--- config.mk ---
export PLATFORM = sky130hd
export DESIGN_NAME = mpadder_seq_ctrl
export DESIGN_NICKNAME = d
export VERILOG_FILES = /design/src/rtl/mpadder_seq_pkg.sv /design/src/rtl/mpadder_chunk_seq.sv /design/src/rtl/mpadder_seq_ctrl.sv
export SDC_FILE = /design/constraint.sdc
export NUM_CORES = 1
export LEC_CHECK = 0
export CORE_ASPECT_RATIO = 1.25
export CORE_MARGIN = 2
export CORE_UTILIZATION = 43
export CTS_CLUSTER_SIZE = 24
export DETAILED_ROUTE_END_ITERATION = 10
export PLACE_DENSITY = 0.69
export SYNTH_ARGS = -nofsm -noshare
export SYNTH_HDL_FRONTEND = slang
export SYNTH_SLANG_ARGS = --single-unit
--- constraint.sdc ---
create_clock -name clk -period 3.4 [get_ports clk]
set_input_delay 0.68 -clock clk [delete_from_list [all_inputs] [get_ports clk]]
set_output_delay 0.68 -clock clk [all_outputs]
set_load 0.005 [all_outputs]
--- src/rtl/mpadder_seq_pkg.sv ---
// Shared encodings and defaults for the mpadder sequencing controller.
package mpadder_seq_pkg;

   typedef enum logic [1:0] {
      OP_ACCUM   = 2'b00,
      OP_SHIFT   = 2'b01,
      OP_RESOLVE = 2'b10,
      OP_REDUCE  = 2'b11
   } op_e;

   typedef enum logic [2:0] {
      S_IDLE,
      S_ACCUM,
      S_SHIFT,
      S_RESOLVE,
      S_REDUCE,
      S_FINISH
   } state_e;

   // bit3 set makes mpadder hold its inter-chunk carry register
   localparam logic [3:0] CHUNK_IDLE = 4'hF;

   localparam int NUM_CHUNKS_DEF     = 5;
   localparam int MAX_SUB_PASSES_DEF = 4;

   function automatic state_e op2state(input op_e op);
      case (op)
         OP_ACCUM:   return S_ACCUM;
         OP_SHIFT:   return S_SHIFT;
         OP_RESOLVE: return S_RESOLVE;
         default:    return S_REDUCE;
      endcase
   endfunction

endpackage

--- src/rtl/mpadder_chunk_seq.sv ---
// Wrapping chunk-index counter; parks at CHUNK_IDLE whenever not started or advanced.
module mpadder_chunk_seq
   import mpadder_seq_pkg::*;
#(
   parameter int NUM_CHUNKS = NUM_CHUNKS_DEF,
   parameter int SEL_W      = 4
) (
   input  logic             clk,
   input  logic             resetn,
   input  logic             start,
   input  logic             en,
   output logic [SEL_W-1:0] chunk_sel,
   output logic             last
);

   localparam logic [SEL_W-1:0] IDLE_SEL = SEL_W'(CHUNK_IDLE);
   localparam logic [SEL_W-1:0] LAST_SEL = SEL_W'(NUM_CHUNKS - 1);

   assign last = (chunk_sel == LAST_SEL);

   always_ff @(posedge clk or negedge resetn) begin
      if (!resetn)
         chunk_sel <= IDLE_SEL;
      else if (start)
         chunk_sel <= '0;
      else if (en)
         chunk_sel <= last ? '0 : chunk_sel + 1'b1;
      else
         chunk_sel <= IDLE_SEL;
   end

endmodule

--- src/rtl/mpadder_seq_ctrl.sv ---
// Command sequencer driving mpadder control pins for ACCUM/SHIFT/RESOLVE/REDUCE.
// Optional MPADDER_SEQ_PERF_EN adds perf_cycles (acceptance-to-done cycle count).
module mpadder_seq_ctrl
   import mpadder_seq_pkg::*;
#(
   parameter int NUM_CHUNKS     = NUM_CHUNKS_DEF,
   parameter int MAX_SUB_PASSES = MAX_SUB_PASSES_DEF,
   parameter int SEL_W          = 4
) (
   input  logic             clk,
   input  logic             resetn,
   input  logic             cmd_valid,
   output logic             cmd_ready,
   input  logic [1:0]       cmd_op,
   output logic             done,
   output logic             err,
   output logic             add_enable_c,
   output logic             add_shift,
   output logic             add_subtract,
   output logic [SEL_W-1:0] add_chunk_sel,
   input  logic             add_sub_finished,
   output logic [2:0]       pass_cnt
`ifdef MPADDER_SEQ_PERF_EN
   ,output logic [15:0]     perf_cycles
`endif
);

   localparam logic [2:0]       MAX_P      = 3'(MAX_SUB_PASSES);
   localparam logic [SEL_W-1:0] PRELAST_SEL = SEL_W'(NUM_CHUNKS - 2);

   state_e state, state_nxt;
   logic   chunk_start, chunk_en, chunk_last, err_set;
   logic   accept, pass_inc;

   assign accept   = (state == S_IDLE) && cmd_valid;
   // next cycle is a chunk-4 cycle, so the pass count lands together with it
   assign pass_inc = (state == S_REDUCE) && (add_chunk_sel == PRELAST_SEL);

   mpadder_chunk_seq #(
      .NUM_CHUNKS (NUM_CHUNKS),
      .SEL_W      (SEL_W)
   ) u_chunk (
      .clk       (clk),
      .resetn    (resetn),
      .start     (chunk_start),
      .en        (chunk_en),
      .chunk_sel (add_chunk_sel),
      .last      (chunk_last)
   );

   // cmd_op is captured on acceptance by encoding it into the next state
   always_comb begin
      state_nxt   = state;
      chunk_start = 1'b0;
      chunk_en    = 1'b0;
      err_set     = 1'b0;
      case (state)
         S_IDLE: begin
            if (cmd_valid) begin
               state_nxt   = op2state(op_e'(cmd_op));
               chunk_start = (cmd_op == OP_RESOLVE) || (cmd_op == OP_REDUCE);
            end
         end
         S_ACCUM, S_SHIFT: state_nxt = S_FINISH;
         S_RESOLVE: begin
            if (chunk_last) state_nxt = S_FINISH;
            else            chunk_en  = 1'b1;
         end
         S_REDUCE: begin
            if (!chunk_last)
               chunk_en = 1'b1;
            else if (add_sub_finished)
               state_nxt = S_FINISH;
            else if (pass_cnt >= MAX_P) begin
               state_nxt = S_FINISH;
               err_set   = 1'b1;
            end else
               chunk_en = 1'b1;
         end
         S_FINISH: state_nxt = S_IDLE;
         default:  state_nxt = S_IDLE;
      endcase
   end

   always_ff @(posedge clk or negedge resetn) begin
      if (!resetn) begin
         state        <= S_IDLE;
         cmd_ready    <= 1'b1;
         done         <= 1'b0;
         err          <= 1'b0;
         add_enable_c <= 1'b0;
         add_shift    <= 1'b0;
         add_subtract <= 1'b0;
         pass_cnt     <= '0;
      end else begin
         state        <= state_nxt;
         cmd_ready    <= (state_nxt == S_IDLE);
         done         <= (state_nxt == S_FINISH);
         add_enable_c <= (state_nxt == S_ACCUM);
         add_shift    <= (state_nxt == S_SHIFT);
         add_subtract <= (state_nxt == S_REDUCE);
         if (accept)       err <= 1'b0;
         else if (err_set) err <= 1'b1;
         if (accept && (cmd_op == OP_REDUCE)) pass_cnt <= '0;
         else if (pass_inc)                  pass_cnt <= pass_cnt + 1'b1;
      end
   end

`ifdef MPADDER_SEQ_PERF_EN
   // cyc_cnt includes the acceptance cycle; +2 covers the current and FINISH cycles
   logic [15:0] cyc_cnt;
   logic [16:0] perf_sum;

   assign perf_sum = {1'b0, cyc_cnt} + 17'd2;

   always_ff @(posedge clk or negedge resetn) begin
      if (!resetn) begin
         cyc_cnt     <= '0;
         perf_cycles <= '0;
      end else begin
         if (accept)
            cyc_cnt <= 16'd1;
         else if ((state != S_IDLE) && (cyc_cnt != 16'hFFFF))
            cyc_cnt <= cyc_cnt + 16'd1;
         if ((state_nxt == S_FINISH) && (state != S_FINISH))
            perf_cycles <= perf_sum[16] ? 16'hFFFF : perf_sum[15:0];
      end
   end
`endif

endmodule

==> results of run 1 <==
-- worst max path at each step --
stage / cells past startpoint / startpoint / to
global route: 1 / u_chunk.chunk_sel[3]$_DFF_PN1_ / add_chunk_sel[3]
finish: 1 / u_chunk.chunk_sel[2]$_DFF_PN1_ / add_chunk_sel[2]
detailed placement: 6 / cmd_op[0] / u_chunk.chunk_sel[0]$_DFF_PN1_
floorplan: 4 / cmd_valid / u_chunk.chunk_sel[0]$_DFF_PN1_
global placement: 4 / cmd_valid / u_chunk.chunk_sel[0]$_DFF_PN1_
CTS: 1 / u_chunk.chunk_sel[2]$_DFF_PN1_ / add_chunk_sel[2]
-- logic make-up (layout without fill, tap and decap cells) --
kind of cell | Yosys count | after routing | share of synthesized area [%]
DFF | 16 | 16 | 43.62
buffers and inverters | 10 | 28 | 5.234
AOI/OAI and AO/OA | 26 | 26 | 19.87
adders and majority gates | 6 | 6 | 8.053
and+or+nand+nor | 33 | 33 | 21.08
muxes | 2 | 2 | 2.148
-- cell usage in the layout, fill, tap and decap left out, types with 2 or more instances in the layout --
cell,n
a21oi_1,7
clkbuf_4,3
clkdlybuf4s50_1,18
dfrtp_1,11
dfstp_2,5
ha_1,6
inv_1,6
mux2i_1,2
nand2_1,2
nand2b_1,2
nand3_1,6
nand3b_1,3
nor2_1,7
nor2b_1,2
nor3_1,2
o21ai_0,5
o22ai_1,2
or3_1,2
-- area by class of cell --
cell class / instances / area (sq um) / area share, %
Clock buffer: 4 / 36.28 / 3.162
Tap cell: 20 / 25.02 / 2.181
Multi-Input combinational cell: 67 / 476.7 / 41.55
Inverter: 6 / 22.52 / 1.963
Sequential cell: 16 / 406.6 / 35.44
Timing Repair Buffer: 18 / 180.2 / 15.70
-- metal layers --
metal	share of wire [%]	vias up
met3	4.2	5
met1	42	378
li1	-	376
met4	1.7	0
met2	52	23
met5	0	-
-- worst register-to-register path, cell delays in order (launching register included) --
cell and delay, ns:
dfstp_2 0.58, ha_1 0.22, nor4bb_1 0.46, nand3_1 0.15
mux2i_1 0.15
-- where the power goes --
part	internal (W)	switching, W
Sequential	0.000282	0.0000852
Clock	0.0000652	0.0000578
Combinational	0.000239	0.000190
-- registers in the layout (all words and copies together) (netlist names) --
signal,count
add_subtract,1
add_enable_c,1
u_chunk.chunk_sel,4
state,3
done,1
add_shift,1
err,1
pass_cnt,3
cmd_ready,1
-- metrics by stage --
step	area (sq um)	instances	worst slack (ns)	hold slack [ns]
detailed placement	1111	127	1.106	0.5298
CTS	1147	131	1.307	0.5464
global placement	1111	127	1.125	0.5166
global route	1147	131	1.270	0.5774
floorplan	932.1	93	1.685	0.3844
finish	1147	131	1.321	0.5353
==> impl_results.md, run 1 <==
- Via-to-Cell Ratio: 5.969
- Die width: 45.65 um
- Die area: 0.002559 sq mm
- CP max stage cell: dfstp_2
- Core Box Area: 0.002004 sq mm
- Final Hold Viols: 0
- CTS tree: done
- Worst setup SP type: flip-flop
- Worst Path Max Fanout: 8
- Synth warn: 0
- Mapped Nets: 105
- Post-Syn Area: 932.1 sq um
- Die height: 56.06 um
- Slew @ Worst Pin: 0.6917 ns
- Synth area leaders: dfrtp_1, dfstp_2, ha_1
- Final #Nets: 124
- Synth area leader: dfrtp_1
- Setup TNS Final: 0 ns
- Number of synthesized flops with an enable pin: 0
- Global routing usage on met3: 1.948%
- Share of the synthesized area in the top cell type: 29.53%
- Crit path required time: 2.72 ns
- Power density over the cells: 801.5 mW/mm^2
- Post_cts resized: 0
- Syn_area_per_cell: 10.02 sq um
- Hold Crit Depth: 1
- Post-DP HPWL: 1.477 mm
- CTS Buffer Depth: 2
- # hold bufs at CTS: 0
- First-pass GRT wire length: 3.305 mm
- Largest stage delay, worst path: 0.60 ns
- RSZ-0062 raised after global routing: false
- Cells along the critical path: clkdlybuf4s50_1
- Critical path type: flip-flop to output pin
- IR drop worst, VDD: 421.3 uV
- DRC viols: 0
- GRT Overall Usage: 17.05%
- R2r startpoint: u_chunk.chunk_sel[0]$_DFF_PN1_
- Clock latency on the worst-skew pair: 0.29 ns
- P_leak: 0.5074 nW
- Clk pin slew, worst setup/hold paths: 0.09 ns
- Synthesized instance count: 93
- Hold Crit Class: flip-flop to flip-flop
- Top cell types by occurrence after synthesis: dfrtp_1, a21oi_1, nor2_1
- Via count: 782
- Initial core utilization: 46.50%
- Ports: 19
- Post-CTS Setup Inserts: 0
- CTS buffer count: 3
- Initial antenna violation count: 0
- Seq/Total Area, Yosys: 43.62%
- Clk root buf: clkbuf_4
- R2R depth: 4
- Area growth, synth to finish: 23.09%
- Fin crit share: 61.13%
- Primary FF master, synth: dfrtp_1
- Post-synthesis async set-or-reset flop share: 100.0%
- Busiest layer in global routing: met2
- Quantity of I/O buffers inserted on ports: 18
- Placer Congestion: 0.7953
- Worst Path Buf+Inv: 1
- Met1 Track Usage GR: 21.68%
- Count leader, synth: dfrtp_1
- Post-DRT Antenna Nets: 0
- Vias in the first global route: 772
- M2 GR Usage: 28.37%
- Final antenna diode count: 0
- Worst r2r dst: pass_cnt[2]$_DFFE_PN0P_
- Worst path top cell family by delay: flip-flops
- Outcome: finished clean
- H-tree depth: 1
- Max Clock Freq: 481.1 MHz
- CP endpoint kind: output pin
- Hold-critical path endpoint: pass_cnt[2]$_DFFE_PN0P_
- Post-layout util: 57.24%
- WL final: 1.915 mm
- CTS sink cnt: 16
- Overall power: 0.0009196 W
- Aggregate global routing overflow: 0
- Pins Over Slew Limit: 0
- Cell variety after synth: 37
- Worst hold start: pass_cnt[2]$_DFFE_PN0P_
- Routed wire length per instance: 14.62 um
- Fill count: 180
- Critical Path AT: 1.40 ns
- Share of cells above drive strength 1: 9.910%
- DRT Pass-1 Iters: 4
- Clock Skews: 0.008931 ns
- Largest net degree at the start of global routing: 17
- # setup viols final: 0
- DRT iter0 DRCs: 18
- Maxcap violations: 0
- Setup slack, reg-to-reg: 1.74 ns
- Core Rows: 18
- Fin crit period: 2.079 ns
- #FFs+latches synth: 16
- Worst slew margin: 53.74%
No activity file was read; power rests on OpenSTA's default activity.
==> run 2, diff against run 1 <==
Clock period 3.4 ns to 2.03 ns, I/O delays scaled along.
==> impl_results.md, run 2 (synthesis results as in run 1) <==
- Commonest cells after routing, fill and taps aside: clkdlybuf4s50_1, dfrtp_1, nor2_1, a21oi_1 (unchanged)
- Die area: 0.002559 sq mm (unchanged)
- Placer Congestion: 0.8280 (was 0.7953)
- Max Clock Freq: 557.0 MHz
- Clock latency on the worst-skew pair: 0.28 ns (was 0.29 ns)
- Slew @ Worst Pin: 0.4561 ns (was 0.6917 ns)
- Largest registers: u_chunk.chunk_sel: 4 flops, pass_cnt: 3 flops, state: 3 flops (unchanged)
- CTS sink cnt: 16 (unchanged)
- Cells along the critical path: clkdlybuf4s50_1 (unchanged)
- Worst setup SP type: flip-flop (unchanged)
- # hold bufs at CTS: 0 (unchanged)
- Post_cts resized: 0 (unchanged)
- Post-layout util: 58.36% (was 57.24%)
- GRT Overall Usage: 17.32% (was 17.05%)
- # setup viols final: 0 (unchanged)
- Largest register FFs: 4 (unchanged)
- Final antenna diode count: 0 (unchanged)
- Fin crit period: 1.795 ns
- Clock Skews: 0.007442 ns (was 0.008931 ns)
- Fin cells: 134 (was 131)
- R2R depth: 5 (was 4)
- Pins Over Slew Limit: 0 (unchanged)
- Critical Path AT: 1.39 ns (was 1.40 ns)
- Maxcap violations: 0 (unchanged)
- Routed wire length per instance: 14.59 um (was 14.62 um)
- Aggregate global routing overflow: 0 (unchanged)
- DRT iter0 DRCs: 13 (was 18)
- Setup slack at placement: 0.1021 ns (was 1.106 ns)
- Largest stage delay, worst path: 0.60 ns (about the same)
- Final WS setup: 0.2348 ns (was 1.321 ns)
- Worst slew margin: 69.48% (was 53.74%)
- Initial antenna violation count: 0 (unchanged)
- Largest net degree at the start of global routing: 17 (unchanged)
- Core Box Area: 0.002004 sq mm (unchanged)
- CTS Buffer Depth: 2 (unchanged)
- CP max stage cell: dfstp_2 (unchanged)
- Commonest non-fill, non-tap cell in the layout: clkdlybuf4s50_1 (unchanged)
- Quantity of I/O buffers inserted on ports: 18 (unchanged)
- P_leak: 0.5217 nW (was 0.5074 nW)
- Area growth, synth to finish: 25.50% (was 23.09%)
- IR drop worst, VDD: 674.4 uV (was 421.3 uV)
- CTS tree: done (unchanged)
- Worst path top cell family by delay: flip-flops (unchanged)
- Post-DRT Antenna Nets: 0 (unchanged)
- Fin crit share: 88.43%
- Ports: 19 (unchanged)
- WL final: 1.955 mm (was 1.915 mm)
- DRT Pass-1 Iters: 4 (unchanged)
- Overall power: 0.001546 W (was 0.0009196 W)
- Worst Path Max Fanout: 8 (unchanged)
- Final #Nets: 127 (was 124)
- Setup TNS Final: 0 ns (unchanged)
- Via count: 773 (was 782)
- Fill count: 179 (was 180)
- Largest Register: u_chunk.chunk_sel (unchanged)
- Outcome: finished clean (unchanged)
- Die width: 45.65 um (unchanged)
- Via-to-Cell Ratio: 5.769 (was 5.969)
- Share of cells above drive strength 1: 12.28% (was 9.910%)
- Worst Path Buf+Inv: 1 (unchanged)
- Power density over the cells: 1322 mW/mm^2 (was 801.5 mW/mm^2)
- Setup slack, reg-to-reg: 0.39 ns (was 1.74 ns)
- CP endpoint kind: output pin (unchanged)
- DRC viols: 0 (unchanged)
- H-tree depth: 1 (unchanged)
- R2r startpoint: u_chunk.chunk_sel[0]$_DFF_PN1_ (unchanged)
- Post-CTS Setup Inserts: 0 (unchanged)
- Core Rows: 18 (unchanged)
- Placed cells: 130 (was 127)
- Worst r2r dst: err$_DFFE_PN0P_ (was pass_cnt[2]$_DFFE_PN0P_)
- Crit path required time: 1.62 ns (was 2.72 ns)
- Hold Crit Class: primary input to async pin (was flip-flop to flip-flop)
- Post-DP HPWL: 1.497 mm (was 1.477 mm)
- Clk root buf: clkbuf_4 (unchanged)
- Critical path type: flip-flop to output pin (unchanged)
- RSZ-0062 raised after global routing: false (unchanged)
- Clk pin slew, worst setup/hold paths: 0.10 ns (was 0.09 ns)
- Initial core utilization: 46.50% (unchanged)
- Vias in the first global route: 740 (was 772)
- Die height: 56.06 um (unchanged)
- First-pass GRT wire length: 3.367 mm (was 3.305 mm)
- Final Hold Viols: 0 (unchanged)
- CTS buffer count: 3 (unchanged)
==> run 2: per-stage QoR <==
step / area (sq um) / hold WS (ns)
after floorplan: 932.1 / 0.1104
after global placement: 1134 / 0.5187
after detailed placement: 1134 / 0.5198
after CTS: 1170 / 0.4298
after global routing: 1170 / 0.4574
final: 1170 / 0.4341
==> run 2: how the worst max path moves through the flow <==
stage                                   startpoint                endpoint  slack (ns)  cells past startpoint
finish              u_chunk.chunk_sel[2]$_DFF_PN1_        add_chunk_sel[2]        0.23                      1
global route        u_chunk.chunk_sel[2]$_DFF_PN1_        add_chunk_sel[2]        0.17                      1
CTS                 u_chunk.chunk_sel[2]$_DFF_PN1_        add_chunk_sel[2]        0.22                      1
detailed placement                       cmd_op[0]  add_subtract$_DFF_PN0_        0.10                      6
global placement                         cmd_op[0]  add_subtract$_DFF_PN0_        0.14                      6
floorplan           u_chunk.chunk_sel[0]$_DFF_PN1_         err$_DFFE_PN0P_        0.48                      5
==> run 2: area by class of cell <==
cell class              instances  area (sq um)  area share (%)
well taps                      20         25.02           2.139
repair buffers                 21         202.7           17.33
flip-flops and latches         16         406.6           34.76
inverters                       6         22.52           1.925
multi-input cells              67         476.7           40.75
clock buffers                   4         36.28           3.102
==> run 2: power by group <==
group	total (W)	switching, W	internal (W)
registers	0.000623	0.000151	0.000473
clock network	0.000205	0.0000960	0.000109
logic	0.000718	0.000313	0.000405
total	0.00155	0.000559	0.000987
==> run 2: layer usage <==
layer	share of wire, %	track usage [%]	routed length [um]	vias to the layer above
met2	50	27.57	971	19
met5	0	0	0	-
met1	46	23.82	893	364
met3	3.8	2.922	74	2
li1	-	-	-	388
met4	0.72	4.202	14	0
==> run 3, diff against run 2 <==
Settings changed: PLACE_DENSITY 0.69 to 0.78.
Clock period 2.03 ns to 2.3 ns, I/O delays scaled along.
==> impl_results.md, run 3 (synthesis results as in run 1) <==
- Outcome: finished clean (unchanged)
- Routed wire length per instance: 14.08 um (was 14.59 um)
- Largest net degree at the start of global routing: 17 (unchanged)
- CTS buffer count: 3 (unchanged)
- Die area: 0.002559 sq mm (unchanged)
- Setup slack, reg-to-reg: 0.64 ns (was 0.39 ns)
- Fin crit share: 81.00%
- Setup TNS Final: 0 ns (unchanged)
- GRT Overall Usage: 17.52% (was 17.32%)
- Pins Over Slew Limit: 0 (unchanged)
- Aggregate global routing overflow: 0 (unchanged)
- Post-DRT Antenna Nets: 0 (unchanged)
- Placement-stage cell area: 0.001119 sq mm (was 0.001134 sq mm)
- DRT Pass-1 Iters: 4 (unchanged)
- Initial antenna violation count: 0 (unchanged)
- Post_cts resized: 0 (unchanged)
- CP max stage cell: dfstp_2 (unchanged)
- Worst Path Buf+Inv: 1 (unchanged)
- Largest stage delay, worst path: 0.60 ns (about the same)
- Clk root buf: clkbuf_4 (unchanged)
- Power density over the cells: 1177 mW/mm^2 (was 1322 mW/mm^2)
- Largest Register: u_chunk.chunk_sel (unchanged)
- Area growth, synth to finish: 23.89% (was 25.50%)
- Core Box Area: 0.002004 sq mm (unchanged)
- First-pass GRT wire length: 3.291 mm (was 3.367 mm)
- Fin crit period: 1.863 ns
- IR drop worst, VDD: 781.3 uV (was 674.4 uV)
- Setup slack at placement: 0.2503 ns (was 0.1021 ns)
- DRT iter0 DRCs: 24 (was 13)
- RSZ-0062 raised after global routing: false (unchanged)
- Max Clock Freq: 536.7 MHz
- Worst path top cell family by delay: flip-flops (unchanged)
- Final Instance Area: 0.001155 sq mm (was 0.001170 sq mm)
- H-tree depth: 1 (unchanged)
- Clock latency on the worst-skew pair: 0.29 ns (was 0.28 ns)
- Initial core utilization: 46.50% (unchanged)
- DRC viols: 0 (unchanged)
- Fin cells: 132 (was 134)
- Die width: 45.65 um (unchanged)
- Post-DP HPWL: 1.420 mm (was 1.497 mm)
- Clk pin slew, worst setup/hold paths: 0.09 ns (was 0.10 ns)
- Die height: 56.06 um (unchanged)
- Final Hold Viols: 0 (unchanged)
- Crit path required time: 1.84 ns (was 1.62 ns)
- # hold bufs at CTS: 0 (unchanged)
- Cells along the critical path: clkdlybuf4s50_1 (unchanged)
- CTS sink cnt: 16 (unchanged)
- Ports: 19 (unchanged)
- Worst slew margin: 54.56% (was 69.48%)
- Critical path type: flip-flop to output pin (unchanged)
- Placer Congestion: 0.9098 (was 0.8280)
- Largest register FFs: 4 (unchanged)
- Critical Path AT: 1.40 ns (was 1.39 ns)
- Slew @ Worst Pin: 0.6795 ns (was 0.4561 ns)
- Share of cells above drive strength 1: 10.71% (was 12.28%)
- Via-to-Cell Ratio: 5.841 (was 5.769)
- Final #Nets: 125 (was 127)
- CTS Buffer Depth: 2 (unchanged)
- # setup viols final: 0 (unchanged)
- Largest registers: u_chunk.chunk_sel: 4 flops, pass_cnt: 3 flops, state: 3 flops (unchanged)
- Commonest cells after routing, fill and taps aside: clkdlybuf4s50_1, dfrtp_1, nor2_1, a21oi_1 (unchanged)
- Maxcap violations: 0 (unchanged)
- Placed cells: 128 (was 130)
- Worst Path Max Fanout: 8 (unchanged)
- CTS tree: done (unchanged)
- Commonest non-fill, non-tap cell in the layout: clkdlybuf4s50_1 (unchanged)
- Hold Crit Class: flip-flop to flip-flop (was primary input to async pin)
- Vias in the first global route: 751 (was 740)
- Final WS setup: 0.4369 ns (was 0.2348 ns)
- Clock Skews: 0.001531 ns (was 0.007442 ns)
- CP endpoint kind: output pin (unchanged)
- P_leak: 0.5122 nW (was 0.5217 nW)
- Core Rows: 18 (unchanged)
- Post-CTS Setup Inserts: 0 (unchanged)
- Via count: 771 (was 773)
- WL final: 1.859 mm (was 1.955 mm)
- Final antenna diode count: 0 (unchanged)
- Quantity of I/O buffers inserted on ports: 18 (unchanged)
- Worst setup SP type: flip-flop (unchanged)
-- run 3: cell count changes in the layout (fill, tap and decap cells not counted) --
cell   delta
buf_4     -2
-- run 3: stage by stage --
| step | total power [W] | hold WS (ns) | utilization, % |
|---|---|---|---|
| after global routing | 0.001469 | 0.5822 | 57.62 |
| after CTS | 0.001361 | 0.5596 | 57.62 |
| after floorplan | 0.0009150 | 0.1644 | - |
| after detailed placement | 0.001180 | 0.5402 | 55.81 |
| final | 0.001359 | 0.5505 | 57.62 |
| after global placement | 0.001163 | 0.5165 | 55.81 |
-- run 3: metal layers --
layer / up-vias / wire length, um / global-route usage (%)
met1: 360 / 848 / 23.20
li1: 378 / - / -
met3: 2 / 104 / 4.870
met2: 31 / 890 / 25.75
met5: - / 0 / 0
met4: 0 / 14 / 7.983
-- run 3: worst reg2reg max path, stage by stage, from the launching register on --
cell     delay [ns]
dfstp_2        0.58
inv_1          0.06
ha_1           0.24
and3b_1        0.25
a41o_1         0.26
a22o_1         0.17
-- run 3: area by class of cell --
cell class	count	area, sq um
clock buffer	4	36.28
fill	176	849.6
inverter	6	22.52
multi-input combinational	67	476.7
sequential	16	406.6
tap	20	25.02
timing repair buffer	19	187.7
-- run 3: final timing paths --
| path | startpoint | cells after the start | endpoint |
|---|---|---|---|
| max in group asynchronous | resetn | 1 | state[0]$_DFF_PN0_ |
| min | pass_cnt[2]$_DFFE_PN0P_ | 1 | pass_cnt[2]$_DFFE_PN0P_ |
| max | u_chunk.chunk_sel[2]$_DFF_PN1_ | 1 | add_chunk_sel[2] |
| max reg2reg | u_chunk.chunk_sel[0]$_DFF_PN1_ | 5 | err$_DFFE_PN0P_ |
| min in group asynchronous | resetn | 1 | add_shift$_DFF_PN0_ |
| min reg2reg | pass_cnt[2]$_DFFE_PN0P_ | 1 | pass_cnt[2]$_DFFE_PN0P_ |
-- run 3: power by group --
group          total [W]  internal, W  switching, W
combinational   0.000625     0.000353      0.000272
sequential      0.000548     0.000417      0.000131
clock           0.000186    0.0000965     0.0000895
total            0.00136     0.000867      0.000492
